$ cat src/rtl/button_conditioner.sv
// -----------------------------------------------------------------------------
// button_conditioner
//   Conditions four raw, bouncing push-buttons (Start, Red, Green, Blue) into
//   clean single-cycle press pulses for a downstream code detector. Each
//   channel is independent and identical:
//     - a 2-flop synchronizer for the asynchronous raw level
//     - a debounce FSM {UP, PRESS_WAIT, DOWN, REL_WAIT} with a CNT_W-bit
//       counter. A press or release is accepted only after DB_CYCLES
//       consecutive stable synchronized cycles.
//   Only an accepted press (PRESS_WAIT -> DOWN) emits a pulse. Releases never
//   pulse. Multi flags any cycle in which two or more press pulses coincide.
//
// Parameters
//   DB_CYCLES  stable cycles needed to accept an edge (2 .. 2**CNT_W-1)
//   CNT_W      width of each debounce counter
//
// Ports
//   Clk                                 single clock, rising edge
//   Rst                                 async active-low reset. Deassertion
//                                       must already be synchronous to Clk.
//   BtnStart, BtnRed, BtnGreen, BtnBlue raw button levels, 1 = pressed
//   Start, Red, Green, Blue             registered one-cycle press pulses
//   Multi                               registered, coincident with >=2 pulses
// -----------------------------------------------------------------------------
module button_conditioner #(
  parameter int DB_CYCLES = 8,
  parameter int CNT_W     = 4
) (
  input  logic Clk,
  input  logic Rst,
  input  logic BtnStart,
  input  logic BtnRed,
  input  logic BtnGreen,
  input  logic BtnBlue,
  output logic Start,
  output logic Red,
  output logic Green,
  output logic Blue,
  output logic Multi
);

  localparam logic [1:0] ST_UP         = 2'd0;
  localparam logic [1:0] ST_PRESS_WAIT = 2'd1;
  localparam logic [1:0] ST_DOWN       = 2'd2;
  localparam logic [1:0] ST_REL_WAIT   = 2'd3;

  localparam logic [CNT_W-1:0] LP_CNT_MAX = CNT_W'(DB_CYCLES - 1);

  // Channel order: bit 0 Start, 1 Red, 2 Green, 3 Blue.
  logic [3:0] w_raw;
  logic [3:0] w_pulse_next;
  logic [3:0] r_pulse;
  logic       w_multi_next;
  logic       r_multi;

  assign w_raw = {BtnBlue, BtnGreen, BtnRed, BtnStart};

  for (genvar g = 0; g < 4; g++) begin : g_ch
    logic             r_sync1;
    logic             r_sync2;
    logic [1:0]       r_state;
    logic [1:0]       w_state_next;
    logic [CNT_W-1:0] r_cnt;
    logic [CNT_W-1:0] w_cnt_next;
    logic             w_at_max;

    assign w_at_max = (r_cnt == LP_CNT_MAX);

    // NOTE: sequential state uses non-blocking assignments so every flop
    // samples pre-edge values; blocking here would collapse the synchronizer.
    always_ff @(posedge Clk or negedge Rst) begin
      if (!Rst) begin
        r_sync1 <= 1'b0;
        r_sync2 <= 1'b0;
        r_state <= ST_UP;
        r_cnt   <= '0;
      end else begin
        r_sync1 <= w_raw[g];
        r_sync2 <= r_sync1;
        r_state <= w_state_next;
        r_cnt   <= w_cnt_next;
      end
    end

    // NOTE: defaults at the top of the block guarantee every path assigns
    // both outputs, so no latch is inferred.
    always_comb begin
      w_state_next = r_state;
      w_cnt_next   = r_cnt;
      case (r_state)
        ST_UP: begin
          if (r_sync2) begin
            w_state_next = ST_PRESS_WAIT;
            w_cnt_next   = CNT_W'(1);
          end else begin
            w_cnt_next   = '0;
          end
        end
        ST_PRESS_WAIT: begin
          if (!r_sync2) begin
            w_state_next = ST_UP;
            w_cnt_next   = '0;
          end else if (w_at_max) begin
            w_state_next = ST_DOWN;
            w_cnt_next   = '0;
          end else begin
            w_cnt_next   = r_cnt + CNT_W'(1);
          end
        end
        ST_DOWN: begin
          if (!r_sync2) begin
            w_state_next = ST_REL_WAIT;
            w_cnt_next   = CNT_W'(1);
          end else begin
            w_cnt_next   = '0;
          end
        end
        ST_REL_WAIT: begin
          if (r_sync2) begin
            w_state_next = ST_DOWN;
            w_cnt_next   = '0;
          end else if (w_at_max) begin
            w_state_next = ST_UP;
            w_cnt_next   = '0;
          end else begin
            w_cnt_next   = r_cnt + CNT_W'(1);
          end
        end
        default: begin
          w_state_next = ST_UP;
          w_cnt_next   = '0;
        end
      endcase
    end

    // The pulse is armed on the same edge that commits PRESS_WAIT -> DOWN.
    assign w_pulse_next[g] = (r_state == ST_PRESS_WAIT) && r_sync2 && w_at_max;
  end

  // Two or more of four: any pair set.
  assign w_multi_next = (w_pulse_next[0] & w_pulse_next[1]) |
                        (w_pulse_next[0] & w_pulse_next[2]) |
                        (w_pulse_next[0] & w_pulse_next[3]) |
                        (w_pulse_next[1] & w_pulse_next[2]) |
                        (w_pulse_next[1] & w_pulse_next[3]) |
                        (w_pulse_next[2] & w_pulse_next[3]);

  always_ff @(posedge Clk or negedge Rst) begin
    if (!Rst) begin
      r_pulse <= '0;
      r_multi <= 1'b0;
    end else begin
      r_pulse <= w_pulse_next;
      r_multi <= w_multi_next;
    end
  end

  assign Start = r_pulse[0];
  assign Red   = r_pulse[1];
  assign Green = r_pulse[2];
  assign Blue  = r_pulse[3];
  assign Multi = r_multi;

endmodule

$ cat config.mk
export PLATFORM = sky130hd
export DESIGN_NAME = button_conditioner
export DESIGN_NICKNAME = d
export VERILOG_FILES = /design/src/rtl/button_conditioner.sv
export SDC_FILE = /design/constraint.sdc
export NUM_CORES = 1
export LEC_CHECK = 0
export ABC_AREA = 1
export CORE_MARGIN = 2
export CORE_UTILIZATION = 50
export CTS_BUF_LIST = sky130_fd_sc_hd__clkbuf_2 sky130_fd_sc_hd__clkbuf_4 sky130_fd_sc_hd__clkbuf_8
export DETAILED_ROUTE_END_ITERATION = 8
export GPL_TIMING_DRIVEN = 0
export PLACE_DENSITY = 0.69
export REMOVE_ABC_BUFFERS = 1
export SETUP_SLACK_MARGIN = 0.3
export SYNTH_ARGS = -nofsm -noshare
export SYNTH_HDL_FRONTEND = slang
export SYNTH_SLANG_ARGS = --single-unit
$ cat constraint.sdc
create_clock -name Clk -period 1.41 [get_ports Clk]
set_clock_uncertainty 0.1 [all_clocks]
set_input_delay 0.3525 -clock Clk [delete_from_list [all_inputs] [get_ports Clk]]
set_output_delay 0.3525 -clock Clk [all_outputs]
set_load 0.01 [all_outputs]
======== Word level (Yosys, flattened, before mapping) ========
Index checks and enable logic that the tools add are counted.
operators by class
  add/subtract/negate cells ............... 4
  eq/ne operators ......................... 32
  mux-type cells .......................... 52
  bitwise logic cells ..................... 11
  reduce and logical (&&, ||, !) cells .... 16
operators by type and width
  kind                                            count
  one-hot mux 4 bit (4 select lines)              4
  two-way mux 2 bit                               24
  two-way mux 4 bit                               12
  one-hot mux 2 bit (4 select lines)              4
  != test 3 bit (second input constant)           8
  adder 4 x 1 -> 4 bit (second input constant)    4
  == test 2 bit (second input constant)           8
  == test 4 x 3 -> 1 bit (second input constant)  4
  != test 2 bit (second input constant)           8
  AND reduction 4 bit                             4
  == test 2 x 1 -> 1 bit (second input constant)  4
  logical AND 1 bit                               8
  logical NOT 2 bit                               4
  two-way mux 1 bit                               8
  bitwise AND 1 bit                               6
  bitwise OR 1 bit                                5
storage, ports and cells
  bits in registers ....................... 37
  input bits .............................. 6
  logic and storage cells ................. 133

======== Logic depth before layout (Yosys ltp) ========
  word-level depth ........................ 9
  depth in mapped cells ................... 7
  gate-level depth less buffers ........... 7

======== Worst setup path before layout ========
OpenSTA, ideal clock, no wires.
  path kind ............................... register -> register
  start ................................... reg g_ch[0].r_cnt[0]
  end ..................................... reg r_multi, in the netlist Multi
  setup time .............................. 0.113 ns
  arrival ................................. 0.968 ns
  data required time ...................... 1.197 ns
  slack ................................... 0.229 ns
  stages on the path, launching flop included .. 8
  path buffers ............................ 0
  period minus slack after synthesis ...... 1.181 ns
  path through ............................ dfrtp_1 ha_1 nand3_2 nor2_4 nor2_1 nand2_1 nand2_1 inv_1
on the way
  longest elaborated chain between the ends .. 8
RTL lines
  what                                  line      text
  start, declared                       63        logic [CNT_W-1:0] r_cnt;
  start signal, assigned                81        r_cnt <= w_cnt_next;
  == test 4 x 3 -> 1 bit (*)            67        assign w_at_max = (r_cnt == LP_CNT_MAX);
  logical AND 1 bit (*)                 137       assign w_pulse_next[g] = (r_state == ST_PRESS_WAIT) && r_sync2 && w_at_max;
  net w_pulse_next[0]                   51        logic [3:0] w_pulse_next;
  bitwise AND 1 bit (on tied branches)  141, 142
  bitwise OR 1 bit                      141       assign w_multi_next = (w_pulse_next[0] & w_pulse_next[1]) |
  bitwise OR 1 bit (*)                  142       (w_pulse_next[0] & w_pulse_next[2]) |
  bitwise OR 1 bit (*)                  143       (w_pulse_next[0] & w_pulse_next[3]) |
  bitwise OR 1 bit (*)                  144       (w_pulse_next[1] & w_pulse_next[2]) |
  bitwise OR 1 bit (*)                  145       (w_pulse_next[1] & w_pulse_next[3]) |
  net w_multi_next                      53        logic w_multi_next;
  end signal, assigned                  154       r_multi <= w_multi_next;
  end, declared                         54        logic r_multi;
The timed path passes the listed nets; every way through them passes the cells marked *.
A chain may end at the register's enable or synchronous reset.

======== Worst setup path in the final report ========
  start ................................... reg r_pulse[3]
  end ..................................... out Blue
RTL lines
  what                    line  text
  start, declared         52    logic [3:0] r_pulse;
  start signal, assigned  153   r_pulse <= w_pulse_next;
  end, declared           38    output logic Blue,
No word-level cell between the ends.

==> summary.txt <==
Synthesis
  – Post-synth ARST share: 100%
  – Top cell type's share of synthesized area: 62.0%
  – Yosys top cell by area: dfrtp_1
  – FF+latch count, synth: 37
  – Mapped Area: 1490 µm²
  – Post-synth top cells: 37 x dfrtp_1, 19 x nand2_1, 15 x inv_1
  – Mean post-synth cell area: 11.1 µm²
  – Yosys cell types: 16
  – Post-synth EDFFs: 0
  – Cell with the most instances after synthesis: dfrtp_1
  – Synth Flop Type: dfrtp_1
  – Cell count after synthesis: 134
  – Post-synthesis sequential area ratio: 62.0%
  – Area contributors post-synth: dfrtp_1 62%, nand2_1 4.8%, xor2_1 4.7%, inv_1 3.8%, nor2_1 3.5%
  – Total of warnings raised by yosys: 0

Critical path
  – Worst path bufs/invs: 1
  – Startpoint types: flip-flop
  – Crit-path max FO: 1
  – Flop2flop setup slack: 0.21 ns
  – Arr. time, crit path: 0.84 ns
  – Crit path kind: reg2out
  – Reg2reg start: g_ch[2].r_cnt[0]
  – R2R cell count: 5
  – Crit path cell chain: buf_2
  – Slowest cell on crit path: dfrtp_1
  – Crit Reg-Reg Endpoint: g_ch[2].r_cnt[3]
  – Critical path required time: 0.96 ns
  – Largest stage delay on the critical path: 0.37 ns
  – Critical Path End Type: primary output
  – Critical Path Stages: 1
  – CP delay by family, top: flip-flops

Power
  – VDD IR max: 0.716 mV
  – Power per cell area: 910 nW/µm²
  – Leakage power: 0.000928 µW

Floorplan
  – Top-Level Pins: 11
  – Initial Util: 53.3%
  – Num rows: 19
  – Die height: 58.7 µm
  – Chip width: 58.7 µm
  – Die ar.: 3440 µm²
  – Core footprint: 2810 µm²

Layout
  – ANT cells: 0
  – FILL cells: 193
  – Register area: 931 µm²
  – Layout area overhead: 37.4%
  – Final Core Density: 73.2%
  – Nets@finish: 177
  – Multi-input logic area: 732 µm²
  – Fraction of layout cells with a size suffix above 1: 51.5%

Clocking
  – Clk root buf: clkbuf_4
  – Clock transition at path regs: 0.10 ns
  – CTS sink count: 37
  – Clock Latency Late Sink: 0.33 ns
  – CTS HTree Levels: 2
  – Clk buf depth: 2
  – CTS tree: built
  – CTS buffer count: 5

STA
  – Final Hold Fails: 0
  – Tcrit/Tclk final: 91.7%
  – Slew headroom: 46.4%
  – Max Slew Vio Count: 0
  – Slew @ Worst Pin: 0.804 ns
  – RSZ-0062 raised after global routing: yes
  – Period minus WS final: 1.29 ns
  – PnR worst setup slack: 0.117 ns
  – Final setup viols: 0
  – Fmax: 774 MHz
  – Hold Slack: 0.00276 ns

GRT
  – Vias in the first global route: 1,043
  – Initial antenna violation count: 0
  – Largest net degree at the start of global routing: 38
  – First-pass GRT wire length: 4250 µm
  – Global Route Usage Sum: 16.8%
  – GR Overflow Total: 0

Routing
  – DRT Pass-1 Iters: 6
  – Routed vias/inst: 4.96
  – Number of nets with antenna violations after routing: 0
  – 1st-iter DRT viols: 26
  – Routed wire per std cell: 13.1 µm
  – Vias: 983
  – # DRC: 2
  – Drt total wl: 2600 µm

Status
  – Status: complete, but fails checks
  – Failing checks: DRC

Job
  – Max cap viols: 0

Place
  – Port-buffer cells: 10
  – Dpl hpwl: 1550 µm
  – Place WS: 0.109 ns
  – Gpl congestion: 0.741

Worst hold path
  – Worst min path class: in2async
## logic make-up after synthesis
logic type,Yosys count,share of synthesized area (%)
XOR/XNOR,11,6.45
AND/OR/NAND/NOR,56,21.1
AO/OA/AOI/OAI,7,2.34
adder cells (fa/ha/maj),4,3.35
flip-flops,37,62.0
buffers and inverters,19,4.77
## stage by stage
stage               area (µm²)  power (µW)  setup TNS [ns]  cells
floorplan                 1490        1190               0    134
global placement          1630        1230          -32.83    175
detailed placement        1630        1240               0    175
CTS                       1850        1840               0    192
global route              2050        1950               0    198
finish                    2050        1870               0    198
## layout make-up
| cell class | count | area share, % |
|---|---|---|
| well taps | 31 | 1.89 |
| clock buffers | 7 | 2.86 |
| repair buffers | 26 | 10.5 |
| multi-input cells | 78 | 35.6 |
| inverters | 19 | 3.72 |
| flip-flops and latches | 37 | 45.3 |
## what timing repair did
action | in CTS | in global routing
setup endpoints to repair | 23 | 28
resized for setup | 45 | 38
hold buffers | 0 | 0
pin swaps | 18 | 15
buffers inserted | 10 | 6
## placed cells by master (no fill, tap or decap), types with 4 or more instances in the layout
master	count
a21oi_2	5
buf_2	6
buf_4	9
buf_6	7
clkbuf_4	6
clkdlybuf4s50_1	4
dfrtp_1	33
dfrtp_2	4
ha_4	4
inv_1	11
inv_2	6
nand2_1	8
nand2_2	7
nand2_4	4
nand3_1	5
nand3_2	4
nand3_4	4
nor2_1	12
nor2_4	5
xor2_1	4
## how the worst max path moves through the flow
stage,startpoint,end
2_1_floorplan,g_ch[0].r_cnt[0],Multi
3_3_place_gp,Rst,g_ch[0].r_cnt[2]
3_5_place_dp,r_pulse[3],Blue
4_1_cts,r_pulse[3],Blue
5_1_grt,r_pulse[3],Blue
6_report,r_pulse[3],Blue
## worst reg2reg max path, delay by kind of cell, from the launching register on
family / cells / cell delay [ns]
flops: 1 / 0.43
buf+inv: 2 / 0.28
xor+xnor: 1 / 0.17
simple gates: 2 / 0.12
## report_power, final
part / total [µW] / internal, µW / switching, µW
clock: 564 / 255 / 310
combinational: 164 / 84.4 / 79.9
sequential: 1140 / 1100 / 43.6
## routing by layer
metal | share of wire, % | routed length (µm) | vias up | global-route usage, %
li1 | - | - | 480 | -
met1 | 44 | 1140 | 484 | 17.3
met2 | 51 | 1320 | 14 | 30.8
met3 | 4.0 | 103 | 5 | 5.93
met4 | 1.5 | 40 | 0 | 6.82
met5 | 0 | 0 | - | 0
Power figures use the tool's default switching activity.
